$ cat config.mk
export PLATFORM = sky130hd
export DESIGN_NAME = apple_iie_timing_gen
export DESIGN_NICKNAME = d
export VERILOG_FILES = /design/src/rtl/apple_iie_timing_gen.sv
export SDC_FILE = /design/constraint.sdc
export NUM_CORES = 1
export LEC_CHECK = 0
export ABC_AREA = 1
export BUFFER_PORTS_ARGS = -buffer_cell sky130_fd_sc_hd__buf_2
export CORE_AREA = 5 5 129 70
export DETAILED_ROUTE_END_ITERATION = 7
export DIE_AREA = 0 0 134 75
export HOLD_SLACK_MARGIN = 0.12
export PLACE_DENSITY = 0.51
export SLEW_MARGIN = 40
export SYNTH_ARGS = -nofsm -noshare
export SYNTH_HDL_FRONTEND = slang
export SYNTH_SLANG_ARGS = --single-unit
$ cat constraint.sdc
create_clock -name clk_14M -period 2 [get_ports clk_14M]
set_input_delay 0.4 -clock clk_14M [delete_from_list [all_inputs] [get_ports clk_14M]]
set_output_delay 0.4 -clock clk_14M [all_outputs]
set_load 0.005 [all_outputs]
$ cat src/rtl/apple_iie_timing_gen.sv
// Apple IIe master timing: CPU phases, Q3, 7M enable and video H/V counters from clk_14M.
// Optional `TIMING_FREEZE_EN adds a freeze input that parks the sequencer at the last tick of a cycle.
module apple_iie_timing_gen #(
  parameter int LINES_PER_FRAME = 262,
  parameter int HBL_END         = 25,
  parameter int VBL_START       = 192
) (
  input  logic       clk_14M,
  input  logic       reset,
`ifdef TIMING_FREEZE_EN
  input  logic       freeze,
`endif
  output logic       phi0,
  output logic       cycle_start,
  output logic       phi1_start,
  output logic       q3,
  output logic       clk7_en,
  output logic       long_cycle,
  output logic [6:0] h_count,
  output logic [8:0] v_count,
  output logic       hbl,
  output logic       vbl
);

  logic [3:0] t_q, t_d;
  logic [6:0] h_q, h_d;
  logic [8:0] v_q, v_d;

  logic       phi0_q, cycle_start_q, phi1_start_q, q3_q, clk7_en_q, long_cycle_q;
  logic       hbl_q, vbl_q;
  logic [6:0] h_count_q;
  logic [8:0] v_count_q;

  logic       long_w;
  logic       at_last;
  logic       hold;

  assign long_w  = (h_q == 7'd64);
  assign at_last = long_w ? (t_q == 4'd15) : (t_q == 4'd13);

`ifdef TIMING_FREEZE_EN
  assign hold = at_last & freeze;
`else
  assign hold = 1'b0;
`endif

  // H/V wraps all land on the edge that ends the stretched 65th cycle.
  always_comb begin
    t_d = t_q + 4'd1;
    h_d = h_q;
    v_d = v_q;
    if (hold) begin
      t_d = t_q;
    end else if (at_last) begin
      t_d = 4'd0;
      if (long_w) begin
        h_d = 7'd0;
        if (v_q == 9'(LINES_PER_FRAME - 1)) v_d = 9'd0;
        else                                 v_d = v_q + 9'd1;
      end else begin
        h_d = h_q + 7'd1;
      end
    end
  end

  // Outputs decode the pre-edge t/h/v, giving one tick of latency.
  always_ff @(posedge clk_14M or negedge reset) begin
    if (!reset) begin
      t_q           <= 4'd0;
      h_q           <= 7'd0;
      v_q           <= 9'd0;
      phi0_q        <= 1'b0;
      cycle_start_q <= 1'b0;
      phi1_start_q  <= 1'b0;
      q3_q          <= 1'b0;
      clk7_en_q     <= 1'b0;
      long_cycle_q  <= 1'b0;
      h_count_q     <= 7'd0;
      v_count_q     <= 9'd0;
      hbl_q         <= 1'b1;
      vbl_q         <= 1'b0;
    end else begin
      t_q           <= t_d;
      h_q           <= h_d;
      v_q           <= v_d;
      phi0_q        <= (t_q <= 4'd6);
      cycle_start_q <= (t_q == 4'd0);
      phi1_start_q  <= (t_q == 4'd7);
      q3_q          <= (t_q <= 4'd3) || ((t_q >= 4'd7) && (t_q <= 4'd10));
      // Every cycle length is even, so a free toggle equals ~t[0] and keeps running while frozen.
      clk7_en_q     <= ~clk7_en_q;
      long_cycle_q  <= long_w;
      h_count_q     <= h_q;
      v_count_q     <= v_q;
      hbl_q         <= (h_q < 7'(HBL_END));
      vbl_q         <= (v_q >= 9'(VBL_START));
    end
  end

  assign phi0        = phi0_q;
  assign cycle_start = cycle_start_q;
  assign phi1_start  = phi1_start_q;
  assign q3          = q3_q;
  assign clk7_en     = clk7_en_q;
  assign long_cycle  = long_cycle_q;
  assign h_count     = h_count_q;
  assign v_count     = v_count_q;
  assign hbl         = hbl_q;
  assign vbl         = vbl_q;

endmodule

==> results of run 1 <==
-- cells in the mapped netlist (all sizes together) --
cell / n
nand3b: 1
dfstp: 1
nand2: 66
buf: 2
ha: 8
dfrtp: 43
nor2: 18
xor2: 6
o21ai: 8
or2: 1
a21oi: 1
nor3: 3
nand3: 13
nand4: 6
inv: 28
clkbuf: 1
o21bai: 2
-- worst max-delay path: stages, from the launching register on --
cell and delay (ns):
sky130_fd_sc_hd__dfrtp_1 0.41, sky130_fd_sc_hd__inv_1 0.12, sky130_fd_sc_hd__ha_1 0.16, sky130_fd_sc_hd__nand2_1 0.05, sky130_fd_sc_hd__inv_1 0.11, sky130_fd_sc_hd__nand3_4 0.11, sky130_fd_sc_hd__nand2_1 0.11, sky130_fd_sc_hd__nand3_2 0.23
sky130_fd_sc_hd__nand2_1 0.13, sky130_fd_sc_hd__nand2_1 0.07
-- metal layers --
metal  GRT usage, %  vias up  wire length (microns)
met2           11.2       22                   1400
li1               -      709                      -
met3           3.07        2                    177
met1           13.3      617                   2290
met5              0        -                      0
met4           1.37        0                     13
-- cell type report --
type | instances | area (sq um)
fill | 822 | 5370
clock buffer | 7 | 143
multi-input combinational | 133 | 729
timing repair buffer | 27 | 155
clock inverter | 1 | 7.51
tap | 100 | 125
inverter | 28 | 105
sequential | 44 | 1100
-- final timing paths --
check                                   to  cells after the start
max in group asynchronous       v_count[0]                      3
worst min-delay path               clk7_en                      1
worst max-delay path                h_q[6]                      9
worst min register to register     clk7_en                      1
min in group asynchronous       h_count[6]                      2
worst max register to register      h_q[6]                      9
-- sequential cells by signal (all words and copies together), names as in the netlist, 4 cells and up --
name	flops
t_q	4
v_count	9
v_q	9
h_q	7
h_count	7
-- power by group through the flow --
stage	combinational, mW	clock [mW]	sequential (mW)
CTS	0.0258	0.854	0.890
detailed placement	0.0243	0	0.906
floorplan	0.000000527	0	0.907
finish	0.0234	0.817	0.890
global placement	0.0240	0	0.906
global route	0.0290	0.888	0.889
-- metrics by stage --
| step | cell area (sq um) | hold WS (ns) | setup slack [ns] | total power [mW] | cells |
|---|---|---|---|---|---|
| floorplan | 1960 | 0.104 | 0.603 | 0.907 | 208 |
| global placement | 2210 | 0.369 | 0.454 | 0.930 | 331 |
| detailed placement | 2210 | 0.377 | 0.403 | 0.931 | 331 |
| CTS | 2370 | 0.412 | 0.379 | 1.77 | 340 |
| global route | 2370 | 0.424 | 0.218 | 1.81 | 340 |
| finish | 2370 | 0.407 | 0.397 | 1.73 | 340 |
-- repair_timing --
item | CTS | global route
buffers inserted | 0 | 0
endpoints found under the setup margin | 0 | 0
hold buffers | 1 | 0
hold endpoints to repair | 17 | 0
-- layout by cell type, fill, tap and decap left out --
cell type / synthesis / layout
sky130_fd_sc_hd__a21oi_1: 1 / 1
sky130_fd_sc_hd__buf_12: 0 / 1
sky130_fd_sc_hd__buf_2: 1 / 25
sky130_fd_sc_hd__clkbuf_1: 1 / 1
sky130_fd_sc_hd__clkbuf_16: 0 / 5
sky130_fd_sc_hd__clkbuf_8: 0 / 1
sky130_fd_sc_hd__clkinvlp_4: 0 / 1
sky130_fd_sc_hd__dfrtp_1: 43 / 43
sky130_fd_sc_hd__dfstp_2: 1 / 1
sky130_fd_sc_hd__dlygate4sd3_1: 0 / 1
sky130_fd_sc_hd__ha_1: 8 / 8
sky130_fd_sc_hd__inv_1: 26 / 26
sky130_fd_sc_hd__inv_2: 2 / 2
sky130_fd_sc_hd__nand2_1: 64 / 64
sky130_fd_sc_hd__nand2_2: 2 / 2
sky130_fd_sc_hd__nand3_1: 10 / 10
sky130_fd_sc_hd__nand3_2: 1 / 1
sky130_fd_sc_hd__nand3_4: 2 / 2
sky130_fd_sc_hd__nand3b_1: 1 / 1
sky130_fd_sc_hd__nand4_1: 6 / 6
sky130_fd_sc_hd__nor2_1: 14 / 14
sky130_fd_sc_hd__nor2_2: 2 / 2
sky130_fd_sc_hd__nor2_4: 2 / 2
sky130_fd_sc_hd__nor3_1: 2 / 2
sky130_fd_sc_hd__nor3_4: 1 / 1
sky130_fd_sc_hd__o21ai_0: 2 / 2
sky130_fd_sc_hd__o21ai_1: 5 / 5
sky130_fd_sc_hd__o21ai_2: 1 / 1
sky130_fd_sc_hd__o21bai_1: 2 / 2
sky130_fd_sc_hd__or2_2: 1 / 1
sky130_fd_sc_hd__xor2_1: 6 / 6
-- cells by family after synthesis --
| family | after synthesis | share of synthesized area, % |
|---|---|---|
| simple gates | 108 | 26.2 |
| flops | 44 | 56.3 |
| buf+inv | 31 | 6.39 |
| compound gates | 11 | 3.26 |
| fa+ha+maj | 8 | 5.12 |
| xor+xnor | 6 | 2.69 |
==> flow_summary.html, run 1 <==
<table>
<tr><th>Metric</th><th>Value</th></tr>
<tr><th colspan="2">Critical path</th></tr>
<tr><td>Arrival @ worst endpoint</td><td>1.77 ns</td></tr>
<tr><td>Reg-to-Reg Start</td><td>h_q[0]</td></tr>
<tr><td>Worst setup SP type</td><td>register</td></tr>
<tr><td>Critical path type</td><td>reg2reg</td></tr>
<tr><td>Register-to-register path setup slack</td><td>0.40 ns</td></tr>
<tr><td>Maximum fanout count along the critical path</td><td>10</td></tr>
<tr><td>Kind of end point of the critical path</td><td>register</td></tr>
<tr><td>CP Data Required Time</td><td>2.16 ns</td></tr>
<tr><td>Startpoint of the worst setup timing path</td><td>h_q[0]</td></tr>
<tr><th colspan="2">Detailed routing</th></tr>
<tr><td>Routed via count divided by cell count</td><td>3.97</td></tr>
<tr><td>Number of nets still failing antenna checks after routing</td><td>0</td></tr>
<tr><td>Final WL</td><td>3.88 mm</td></tr>
<tr><td>Pre-Repair DR Iteration Count</td><td>4</td></tr>
<tr><td>Iteration-0 DRC Markers</td><td>roughly 80</td></tr>
<tr><td>Number of remaining DRC errors</td><td>0</td></tr>
<tr><td>Routed WL per cell</td><td>11.4 microns</td></tr>
<tr><td>Vias</td><td>roughly 1,400</td></tr>
<tr><th colspan="2">Cells and area</th></tr>
<tr><td>Layout overhead on the synthesized area</td><td>21.0%</td></tr>
<tr><td>Ant diodes</td><td>0</td></tr>
<tr><td>Number of nets in the final layout</td><td>249</td></tr>
<tr><td>Fraction of final layout cells sized beyond drive strength 1</td><td>between 20% and 30%</td></tr>
<tr><td>Utilization of the core after routing</td><td>a little under a third</td></tr>
<tr><th colspan="2">Power</th></tr>
<tr><td>Peak supply drop</td><td>about 0.00033 V</td></tr>
<tr><td>P per Cell Area</td><td>731 mW/mm^2</td></tr>
<tr><td>Reg power frac</td><td>51.5%</td></tr>
<tr><td>Net switching power of the design</td><td>337 uW</td></tr>
<tr><td>Internal power</td><td>between 1 and 1.5 mW</td></tr>
<tr><td>Switching fraction of total power</td><td>between 10% and 20%</td></tr>
<tr><td>Portion of total power attributed to the clock network</td><td>a little under half</td></tr>
<tr><td>Leakage Power</td><td>1.29 nW</td></tr>
<tr><td>Combinational cell fraction of total power</td><td>about 1.4%</td></tr>
<tr><th colspan="2">Timing</th></tr>
<tr><td>Achievable frequency</td><td>around 0.62 GHz</td></tr>
<tr><td>Time the final worst path needs with I/O delays and setup</td><td>roughly 1.6 ns</td></tr>
<tr><td>Slew headroom</td><td>between 70% and 80%</td></tr>
<tr><td>Number of pins exceeding their max-slew limit in the final report</td><td>0</td></tr>
<tr><td>RSZ-0062 raised after global routing</td><td>false</td></tr>
<tr><td>Total negative setup slack</td><td>0 ns</td></tr>
<tr><td>Final count of hold timing violations</td><td>0</td></tr>
<tr><td>Number of setup violations in the final report</td><td>0</td></tr>
<tr><td>Pin slew with the least headroom to its limit</td><td>about 0.44 ns</td></tr>
<tr><td>Final Cycle Share</td><td>roughly four fifths</td></tr>
<tr><td>Final clock skew</td><td>about 0.0033 ns</td></tr>
<tr><th colspan="2">GRT</th></tr>
<tr><td>GRT Residual Overflow</td><td>0</td></tr>
<tr><td>Number of antenna violations at the first check in global routing</td><td>0</td></tr>
<tr><td>Global-route wire length before repair</td><td>~6.8 mm</td></tr>
<tr><td>Global-route total usage across every layer</td><td>under 10%</td></tr>
<tr><td>Largest net degree at the start of global routing</td><td>27</td></tr>
<tr><td>Vias in the first global route</td><td>1,271</td></tr>
<tr><th colspan="2">Floorplan</th></tr>
<tr><td>I/O pin total</td><td>26</td></tr>
<tr><td>Site Rows</td><td>23</td></tr>
<tr><td>Initial core utilization</td><td>approximately a quarter</td></tr>
<tr><td>Die ar.</td><td>between 0.01 and 0.015 sq mm</td></tr>
<tr><td>Floorplan die width</td><td>between 100 and 150 microns</td></tr>
<tr><td>Die H</td><td>about 75 microns</td></tr>
<tr><td>Area of the core region</td><td>between 0.007 and 0.008 sq mm</td></tr>
<tr><th colspan="2">Clocking</th></tr>
<tr><td>Total CTS buffers</td><td>5</td></tr>
<tr><td>Total number of clock tree sinks</td><td>44</td></tr>
<tr><td>Clock tree from TritonCTS</td><td>yes</td></tr>
<tr><td>Maximum count of clock buffers along a single path</td><td>2</td></tr>
<tr><td>Number of gates resized after cts</td><td>0</td></tr>
<tr><td>H-tree levels</td><td>2</td></tr>
<tr><td>CTS clock-pin slew for the worst setup and hold paths</td><td>0.06 ns</td></tr>
<tr><td>Later-pin clock latency in the skew report</td><td>between 0.2 and 0.3 ns</td></tr>
<tr><td>CTS root buffer</td><td>sky130_fd_sc_hd__clkbuf_16</td></tr>
<tr><th colspan="2">Synth</th></tr>
<tr><td>Synthesized area divided by synthesized cell count</td><td>9.41 sq um</td></tr>
<tr><td>Count of state elements after synthesis</td><td>44</td></tr>
<tr><td>Cells taking the most area after synthesis</td><td>sky130_fd_sc_hd__dfrtp_1 (55%), sky130_fd_sc_hd__nand2_1 (12%), sky130_fd_sc_hd__ha_1 (5.1%), sky130_fd_sc_hd__inv_1 (5.0%), sky130_fd_sc_hd__nor2_1 (2.7%)</td></tr>
<tr><td>Mapped Area</td><td>0.00196 sq mm</td></tr>
<tr><td>Synthesis warning total</td><td>0</td></tr>
<tr><td>Unique cell type count in the Yosys netlist</td><td>27</td></tr>
<tr><td>Sequential cell area fraction in the yosys report</td><td>between 50% and 60%</td></tr>
<tr><td>Post-synth net total</td><td>roughly 220</td></tr>
<tr><td>Library cell with the largest summed area after synthesis</td><td>sky130_fd_sc_hd__dfrtp_1</td></tr>
<tr><td>Area share of the leading cell type in the synthesized netlist</td><td>between 50 and 60%</td></tr>
<tr><td>Cells after Synth</td><td>between 200 and 250</td></tr>
<tr><th colspan="2">Outcome</th></tr>
<tr><td>Status</td><td>finished clean</td></tr>
<tr><th colspan="2">Worst hold path</th></tr>
<tr><td>Startpoint of the worst hold path</td><td>clk7_en</td></tr>
<tr><td>Type of the tightest min-delay check</td><td>reg2reg</td></tr>
<tr><th colspan="2">Placed design</th></tr>
<tr><td>RD Place Congestion</td><td>0.842</td></tr>
<tr><td>Hpwl dp</td><td>between 2 and 3 mm</td></tr>
<tr><td>Port-buffer cells</td><td>25</td></tr>
<tr><th colspan="2">Job</th></tr>
<tr><td>Max-cap check violation count</td><td>0</td></tr>
</table>
Note: power is estimated with default switching activity, not from simulation.
==> inputs of run 2 (changes only) <==
--- a/config.mk
+++ b/config.mk
@@ -11,7 +11,7 @@
 export DETAILED_ROUTE_END_ITERATION = 7
 export DIE_AREA = 0 0 134 75
 export HOLD_SLACK_MARGIN = 0.12
-export PLACE_DENSITY = 0.51
+export PLACE_DENSITY = 0.52
 export SLEW_MARGIN = 40
 export SYNTH_ARGS = -nofsm -noshare
 export SYNTH_HDL_FRONTEND = slang
==> constraint.sdc (replaced) <==
create_clock -name clk_14M -period 1.29 [get_ports clk_14M]
set_input_delay 0.258 -clock clk_14M [delete_from_list [all_inputs] [get_ports clk_14M]]
set_output_delay 0.258 -clock clk_14M [all_outputs]
set_load 0.005 [all_outputs]
==> run 2 against run 1 <==
Core utilization rose by 3.2 points. Worst setup slack got worse by 0.45 ns. Hold slack got worse by 0.076 ns. Design area rose by 10%. Final cell count rose by 7.4%. Clock power rose by 60%. Count of clock-buffer cells in the layout did not move. Register-to-register slack got worse by 0.45 ns. Combinational power rose by 55%. Critical path type unchanged. The flow now finishes with violations (setup timing). Die area did not move.
==> flow_summary.html, run 2 (synthesis gave the netlist of run 1 again) <==
<table>
<tr><th>Metric</th><th>Value</th></tr>
<tr><th colspan="2">Outcome</th></tr>
<tr><td>Status</td><td>finished with violations</td></tr>
<tr><td>Violations in the final reports</td><td>setup timing</td></tr>
<tr><th colspan="2">GRT</th></tr>
<tr><td>Global-route wire length before repair</td><td>6.64 mm (-2.3%)</td></tr>
<tr><td>Global-route total usage across every layer</td><td>8.81% (+0.28 points)</td></tr>
<tr><td>Number of antenna violations at the first check in global routing</td><td>0 (unchanged)</td></tr>
<tr><td>Largest net degree at the start of global routing</td><td>40 (+48%)</td></tr>
<tr><td>GRT Residual Overflow</td><td>0 (unchanged)</td></tr>
<tr><td>Vias in the first global route</td><td>1,298 (+2.1%)</td></tr>
<tr><th colspan="2">Timing</th></tr>
<tr><td>Final clock skew</td><td>0.00225 ns (-0.00106 ns)</td></tr>
<tr><td>Minimum setup slack in the final design</td><td>-0.0509 ns (-0.448 ns)</td></tr>
<tr><td>Final Cycle Share</td><td>104% (+24 points)</td></tr>
<tr><td>RSZ-0062 raised after global routing</td><td>true</td></tr>
<tr><td>Time the final worst path needs with I/O delays and setup</td><td>1.34 ns (-0.262 ns)</td></tr>
<tr><td>Pin slew with the least headroom to its limit</td><td>0.218 ns (-0.227 ns)</td></tr>
<tr><td>Final count of hold timing violations</td><td>0 (unchanged)</td></tr>
<tr><td>Number of pins exceeding their max-slew limit in the final report</td><td>0 (unchanged)</td></tr>
<tr><td>Worst hold slack</td><td>0.331 ns (-0.0765 ns)</td></tr>
<tr><td>Number of setup violations in the final report</td><td>9 (+9)</td></tr>
<tr><td>Total negative setup slack</td><td>-0.254 ns (-0.254 ns)</td></tr>
<tr><td>Achievable frequency</td><td>0.746 GHz (+20%)</td></tr>
<tr><td>Slew headroom</td><td>85.5% (+15 points)</td></tr>
<tr><th colspan="2">Clocking</th></tr>
<tr><td>Clock tree from TritonCTS</td><td>yes</td></tr>
<tr><td>CTS clock-pin slew for the worst setup and hold paths</td><td>0.06 ns (about the same)</td></tr>
<tr><td>Later-pin clock latency in the skew report</td><td>0.28 ns (about the same)</td></tr>
<tr><td>Total number of clock tree sinks</td><td>44 (unchanged)</td></tr>
<tr><td>Maximum count of clock buffers along a single path</td><td>2 (unchanged)</td></tr>
<tr><td>H-tree levels</td><td>2 (unchanged)</td></tr>
<tr><td>Total CTS buffers</td><td>5 (unchanged)</td></tr>
<tr><td>CTS root buffer</td><td>sky130_fd_sc_hd__clkbuf_16</td></tr>
<tr><th colspan="2">Detailed routing</th></tr>
<tr><td>Iteration-0 DRC Markers</td><td>74 (-8.6%)</td></tr>
<tr><td>Number of remaining DRC errors</td><td>0 (unchanged)</td></tr>
<tr><td>Routed WL per cell</td><td>11.6 microns (+1.6%)</td></tr>
<tr><td>Routed via count divided by cell count</td><td>3.97 (about the same)</td></tr>
<tr><td>Final WL</td><td>4.23 mm (+9.1%)</td></tr>
<tr><td>Pre-Repair DR Iteration Count</td><td>4 (unchanged)</td></tr>
<tr><td>Vias</td><td>1,449 (+7.3%)</td></tr>
<tr><td>Number of nets still failing antenna checks after routing</td><td>0 (unchanged)</td></tr>
<tr><th colspan="2">Cells and area</th></tr>
<tr><td>Number of fill cells</td><td>782 (-4.9%)</td></tr>
<tr><td>Cell area after layout</td><td>0.00261 sq mm (+10%)</td></tr>
<tr><td>Multi-input combinational cell area</td><td>777 sq um (+6.5%)</td></tr>
<tr><td>Layout overhead on the synthesized area</td><td>33.4%</td></tr>
<tr><td>Commonest non-fill, non-tap cells in the layout</td><td>sky130_fd_sc_hd__nand2_1 (61), sky130_fd_sc_hd__dfrtp_1 (43), sky130_fd_sc_hd__buf_2 (25), sky130_fd_sc_hd__buf_4 (24), sky130_fd_sc_hd__inv_1 (23)</td></tr>
<tr><td>Ant diodes</td><td>0 (unchanged)</td></tr>
<tr><td>Area used by sequential logic in the layout</td><td>0.00110 sq mm (unchanged)</td></tr>
<tr><td>Fraction of final layout cells sized beyond drive strength 1</td><td>30.9% (+11 points)</td></tr>
<tr><td>Most frequent standard cell in the layout excluding fill and tap cells</td><td>sky130_fd_sc_hd__nand2_1</td></tr>
<tr><td>Number of nets in the final layout</td><td>275 (+10%)</td></tr>
<tr><th colspan="2">Power</th></tr>
<tr><td>Leakage Power</td><td>1.41 nW (+9.7%)</td></tr>
<tr><td>Peak supply drop</td><td>0.000414 V (+24%)</td></tr>
<tr><td>P per Cell Area</td><td>1050 mW/mm^2 (+43%)</td></tr>
<tr><th colspan="2">Floorplan</th></tr>
<tr><td>Initial core utilization</td><td>25.3% (unchanged)</td></tr>
<tr><td>Die ar.</td><td>0.0101 sq mm (unchanged)</td></tr>
<tr><td>Area of the core region</td><td>0.00774 sq mm (unchanged)</td></tr>
<tr><td>Floorplan die width</td><td>134 microns (unchanged)</td></tr>
<tr><td>Site Rows</td><td>23 (unchanged)</td></tr>
<tr><td>I/O pin total</td><td>26 (unchanged)</td></tr>
<tr><td>Die H</td><td>75 microns (unchanged)</td></tr>
<tr><th colspan="2">Placed design</th></tr>
<tr><td>Port-buffer cells</td><td>25 (unchanged)</td></tr>
<tr><td>Area of placed instances</td><td>0.00238 sq mm (+7.9%)</td></tr>
<tr><td>RD Place Congestion</td><td>0.758 (-10%)</td></tr>
<tr><td>Hpwl dp</td><td>3.04 mm (+6.6%)</td></tr>
<tr><th colspan="2">Job</th></tr>
<tr><td>Max-cap check violation count</td><td>0 (unchanged)</td></tr>
<tr><th colspan="2">Critical path</th></tr>
<tr><td>Critical path type</td><td>reg2reg</td></tr>
<tr><td>Worst setup SP type</td><td>register</td></tr>
<tr><td>Kind of end point of the critical path</td><td>register</td></tr>
<tr><td>Maximum fanout count along the critical path</td><td>5 (-5)</td></tr>
<tr><td>Arrival @ worst endpoint</td><td>1.56 ns (-0.21 ns)</td></tr>
<tr><td>CP Data Required Time</td><td>1.51 ns (-0.65 ns)</td></tr>
<tr><th colspan="2">Worst hold path</th></tr>
<tr><td>Type of the tightest min-delay check</td><td>in2async</td></tr>
</table>
==> run 2: critical path, cell delays in order, from the launching register on <==
cell	delay (ns)
sky130_fd_sc_hd__dfrtp_1	0.38
sky130_fd_sc_hd__inv_2	0.08
sky130_fd_sc_hd__ha_4	0.12
sky130_fd_sc_hd__nand2_2	0.05
sky130_fd_sc_hd__inv_2	0.07
sky130_fd_sc_hd__nand3_4	0.09
sky130_fd_sc_hd__nand2_2	0.10
sky130_fd_sc_hd__nand2_1	0.09
sky130_fd_sc_hd__nor2_4	0.16
sky130_fd_sc_hd__nand2_1	0.07
sky130_fd_sc_hd__nand2_1	0.07
==> run 2: where the power goes <==
part           switching, mW  internal (mW)
logic                 0.0269        0.00931
clock network          0.501          0.812
registers                  0           1.38
==> run 2: what timing repair did <==
item | 4_1_cts | 5_1_grt
gates resized for setup | 2 | 4
gates cloned | 0 | 1
pin swaps | 3 | 6
endpoints found under the setup margin | 19 | 19
setup buffers | 1 | 3
endpoints found under the hold margin | 43 | 0
hold buffers | 1 | 0
==> run 2: layout make-up <==
class,instances,area share (%)
inverters,28,4.12
well taps,100,4.79
repair buffers,52,13.3
clock buffers,7,5.85
flip-flops and latches,44,42.2
multi-input cells,134,29.8
==> run 2: per-stage QoR <==
step                instances  utilization (%)  setup slack (ns)  power, mW
floorplan                 208                -           -0.0468       1.41
global placement          352             30.8           -0.0752       1.44
detailed placement        352             30.8            -0.125       1.44
CTS                       361             33.1           -0.0725       2.76
global route              365             33.7            -0.130       2.82
finish                    365             33.7           -0.0509       2.73
==> run 2: final timing paths <==
kind,slack (ns),from,end,depth (start not counted)
worst min-delay path,0.33,reset,h_count[4],2
worst min register to register,0.41,clk7_en,clk7_en,1
min in group clk_14M,0.41,clk7_en,clk7_en,1
max in group asynchronous,0.48,reset,hbl,3
worst max register to register,-0.05,h_q[0],h_q[3],10
worst max-delay path,-0.05,h_q[0],h_q[3],10
==> run 2: routing by layer <==
metal | global-route usage [%] | up-vias | wire, microns
li1 | - | 760 | -
met1 | 13.1 | 658 | 2360
met2 | 11.1 | 23 | 1560
met3 | 3.40 | 8 | 239
met4 | 3.76 | 0 | 68
met5 | 0 | - | 0
==> inputs of run 3 (changes only) <==
==> constraint.sdc (replaced) <==
create_clock -name clk_14M -period 1.29 [get_ports clk_14M]
set_input_delay 0.1935 -clock clk_14M [delete_from_list [all_inputs] [get_ports clk_14M]]
set_output_delay 0.1935 -clock clk_14M [all_outputs]
set_load 0.005 [all_outputs]
==> run 3 against run 2 <==
The run still ends with setup timing left. Fmax down 1.7%. Core utilization hardly changed. Combinational power rose by 2%. Flip-flop and latch count unchanged. Via count increased by 2.3%. Worst setup slack worse by 0.024 ns. Register-to-register slack worse by 0.02 ns. Sequential share of layout area rose by 0.088 points. Routed wire length rose by 2.2%. Critical path type unchanged. Critical endpoint is now v_q[8].
==> flow_summary.html, run 3 (synthesis gave the netlist of run 1 again) <==
<table>
<tr><th>Metric</th><th>Value</th></tr>
<tr><th colspan="2">Cells and area</th></tr>
<tr><td>Non-filler instance count after layout</td><td>364 (-0.27%)</td></tr>
<tr><td>Layout overhead on the synthesized area</td><td>33.3% (about the same)</td></tr>
<tr><td>Multi-input combinational cell area</td><td>796 sq um (+2.4%)</td></tr>
<tr><td>Utilization of the core after routing</td><td>33.7% (about the same)</td></tr>
<tr><td>Ant diodes</td><td>0 (unchanged)</td></tr>
<tr><td>Number of fill cells</td><td>806 (+3.1%)</td></tr>
<tr><td>Fraction of final layout cells sized beyond drive strength 1</td><td>32.2% (+1.3 points)</td></tr>
<tr><td>Commonest non-fill, non-tap cells in the layout</td><td>sky130_fd_sc_hd__nand2_1 (58), sky130_fd_sc_hd__dfrtp_1 (42), sky130_fd_sc_hd__buf_2 (25), sky130_fd_sc_hd__inv_1 (22), sky130_fd_sc_hd__buf_4 (22)</td></tr>
<tr><td>Number of nets in the final layout</td><td>274 (-0.36%)</td></tr>
<tr><td>Most frequent standard cell in the layout excluding fill and tap cells</td><td>sky130_fd_sc_hd__nand2_1</td></tr>
<tr><td>Area used by sequential logic in the layout</td><td>0.00110 sq mm (+0.11%)</td></tr>
<tr><th colspan="2">Floorplan</th></tr>
<tr><td>Floorplan die width</td><td>134 microns (unchanged)</td></tr>
<tr><td>Die H</td><td>75 microns (unchanged)</td></tr>
<tr><td>I/O pin total</td><td>26 (unchanged)</td></tr>
<tr><td>Area of the core region</td><td>0.00774 sq mm (unchanged)</td></tr>
<tr><td>Site Rows</td><td>23 (unchanged)</td></tr>
<tr><td>Die ar.</td><td>0.0101 sq mm (unchanged)</td></tr>
<tr><td>Initial core utilization</td><td>25.3% (unchanged)</td></tr>
<tr><th colspan="2">Critical path</th></tr>
<tr><td>Register-to-register path setup slack</td><td>-0.07 ns (-0.02 ns)</td></tr>
<tr><td>Cell class contributing the biggest share of worst-path delay</td><td>simple AND/OR/NAND/NOR gates</td></tr>
<tr><td>CP Data Required Time</td><td>1.50 ns (about the same)</td></tr>
<tr><td>Kind of end point of the critical path</td><td>register</td></tr>
<tr><td>Slowest cell on the critical path</td><td>sky130_fd_sc_hd__dfrtp_1</td></tr>
<tr><td>Most used cell along the critical path</td><td>sky130_fd_sc_hd__inv_2</td></tr>
<tr><td>Depth of the worst register-to-register path</td><td>9 (-1)</td></tr>
<tr><td>Number of buffers and inverters on the critical path</td><td>3 (+1)</td></tr>
<tr><td>Critical path type</td><td>reg2reg</td></tr>
<tr><td>Arrival @ worst endpoint</td><td>1.58 ns (+0.02 ns)</td></tr>
<tr><td>RR Endpoint</td><td>v_q[8]</td></tr>
<tr><td>Maximum fanout count along the critical path</td><td>3 (-2)</td></tr>
<tr><td>Delay of the slowest critical-path stage</td><td>0.40 ns (+0.02 ns)</td></tr>
<tr><td>Chain of cells forming the critical path</td><td>inv_2, ha_4, nand2_2, inv_2, nand3_4, buf_6, nor3_4, nand3_1, nand2_1</td></tr>
<tr><td>Reg-to-Reg Start</td><td>h_q[1]</td></tr>
<tr><td>Worst setup SP type</td><td>register</td></tr>
<tr><th colspan="2">Placed design</th></tr>
<tr><td>RD Place Congestion</td><td>0.809 (+6.8%)</td></tr>
<tr><td>Port-buffer cells</td><td>25 (unchanged)</td></tr>
<tr><td>Placed cell count</td><td>352 (unchanged)</td></tr>
<tr><td>Hpwl dp</td><td>3.10 mm (+2.1%)</td></tr>
<tr><th colspan="2">Power</th></tr>
<tr><td>Leakage Power</td><td>1.40 nW (-0.90%)</td></tr>
<tr><td>P per Cell Area</td><td>995 mW/mm^2 (-4.9%)</td></tr>
<tr><td>Peak supply drop</td><td>0.000433 V (+4.5%)</td></tr>
<tr><th colspan="2">Clocking</th></tr>
<tr><td>CTS root buffer</td><td>sky130_fd_sc_hd__clkbuf_16</td></tr>
<tr><td>Total number of clock tree sinks</td><td>44 (unchanged)</td></tr>
<tr><td>Maximum count of clock buffers along a single path</td><td>2 (unchanged)</td></tr>
<tr><td>Later-pin clock latency in the skew report</td><td>0.28 ns (about the same)</td></tr>
<tr><td>Clock tree from TritonCTS</td><td>yes</td></tr>
<tr><td>Total CTS buffers</td><td>5 (unchanged)</td></tr>
<tr><td>CTS clock-pin slew for the worst setup and hold paths</td><td>0.06 ns (about the same)</td></tr>
<tr><td>H-tree levels</td><td>2 (unchanged)</td></tr>
<tr><th colspan="2">Detailed routing</th></tr>
<tr><td>Final WL</td><td>4.33 mm (+2.2%)</td></tr>
<tr><td>Vias</td><td>1,482 (+2.3%)</td></tr>
<tr><td>Routed WL per cell</td><td>11.9 microns (+2.5%)</td></tr>
<tr><td>Iteration-0 DRC Markers</td><td>70 (-5.4%)</td></tr>
<tr><td>Routed via count divided by cell count</td><td>4.07 (+2.6%)</td></tr>
<tr><td>Number of nets still failing antenna checks after routing</td><td>0 (unchanged)</td></tr>
<tr><td>Pre-Repair DR Iteration Count</td><td>4 (unchanged)</td></tr>
<tr><td>Number of remaining DRC errors</td><td>0 (unchanged)</td></tr>
<tr><th colspan="2">Timing</th></tr>
<tr><td>Final count of hold timing violations</td><td>0 (unchanged)</td></tr>
<tr><td>Achievable frequency</td><td>0.733 GHz (-1.7%)</td></tr>
<tr><td>Final Cycle Share</td><td>106% (+1.8 points)</td></tr>
<tr><td>RSZ-0062 raised after global routing</td><td>true</td></tr>
<tr><td>Time the final worst path needs with I/O delays and setup</td><td>1.36 ns (+0.0237 ns)</td></tr>
<tr><td>Pin slew with the least headroom to its limit</td><td>0.258 ns (+0.0397 ns)</td></tr>
<tr><td>Slew headroom</td><td>82.8% (-2.7 points)</td></tr>
<tr><td>Final clock skew</td><td>0.00528 ns (+0.00303 ns)</td></tr>
<tr><td>Number of setup violations in the final report</td><td>19 (+10)</td></tr>
<tr><td>Number of pins exceeding their max-slew limit in the final report</td><td>0 (unchanged)</td></tr>
<tr><td>Minimum setup slack in the final design</td><td>-0.0747 ns (-0.0237 ns)</td></tr>
<tr><th colspan="2">GRT</th></tr>
<tr><td>Global-route total usage across every layer</td><td>9.57% (+0.77 points)</td></tr>
<tr><td>Largest net degree at the start of global routing</td><td>43 (+7.5%)</td></tr>
<tr><td>GRT Residual Overflow</td><td>0 (unchanged)</td></tr>
<tr><td>Vias in the first global route</td><td>1,439 (+11%)</td></tr>
<tr><td>Global-route wire length before repair</td><td>7.33 mm (+10%)</td></tr>
<tr><td>Number of antenna violations at the first check in global routing</td><td>0 (unchanged)</td></tr>
<tr><th colspan="2">Outcome</th></tr>
<tr><td>Violations in the final reports</td><td>setup timing</td></tr>
<tr><td>Status</td><td>finished with violations</td></tr>
<tr><th colspan="2">Job</th></tr>
<tr><td>Max-cap check violation count</td><td>0 (unchanged)</td></tr>
<tr><th colspan="2">Worst hold path</th></tr>
<tr><td>Type of the tightest min-delay check</td><td>in2async</td></tr>
</table>
==> run 3: changes by cell type in the layout (fill, tap and decap cells not counted), sizes merged <==
cell	change
clkinv	+1
clkbuf	-1
buf	-1
==> run 3: how the worst max path moves through the flow <==
stage                start  endpoint  slack, ns  cells after the start
floorplan           h_q[1]    v_q[2]      -0.05                     10
global placement    h_q[0]    h_q[6]      -0.06                      9
detailed placement  h_q[1]    h_q[4]      -0.11                      9
CTS                 h_q[1]    h_q[6]      -0.09                     10
global route        h_q[1]    v_q[8]      -0.15                      9
finish              h_q[1]    v_q[8]      -0.07                      9
==> run 3: report_power, final <==
| group | total, mW | internal, mW | switching, mW |
|---|---|---|---|
| Combinational | 0.0369 | 0.00940 | 0.0275 |
| Clock | 1.18 | 0.703 | 0.474 |
| Sequential | 1.38 | 1.38 | 0 |
| Total | 2.59 | 2.09 | 0.502 |
==> run 3: area by class of cell <==
cell class              count  share of cell area (%)
clock buffers               6                    4.94
clock inverters             1                   0.192
inverters                  28                    4.12
multi-input cells         134                    30.5
flip-flops and latches     44                    42.3
well taps                 100                    4.80
repair buffers             51                    13.1
==> run 3: layer usage <==
metal / vias to the layer above / global-route usage (%) / wire (microns)
met2: 22 / 13.6 / 1760
met5: - / 0 / 0
met1: 696 / 13.6 / 2330
li1: 760 / - / -
met3: 4 / 3.14 / 199
met4: 0 / 3.42 / 34
==> run 3: timing repair <==
action,4_1_cts,5_1_grt
endpoints found under the setup margin,19,19
hold buffers,1,0
setup buffers,3,0
cloned,1,0
resized for setup,8,6
pin swaps,9,6
endpoints found under the hold margin,44,0
==> run 3: through the flow <==
stage          hold slack [ns]  setup WS, ns  TNS [ns]  cell area (sq um)  power (mW)
3_5_place_dp           0.00202        -0.112     -1.19               2380        1.44
5_1_grt                  0.242        -0.153     -2.36               2610        2.72
4_1_cts                  0.248       -0.0931    -0.669               2590        2.66
3_3_place_gp          0.000912       -0.0615    -0.553               2380        1.44
2_1_floorplan           -0.102       -0.0468    -0.611               1970        1.41
6_report                 0.242       -0.0747    -0.591               2610        2.59
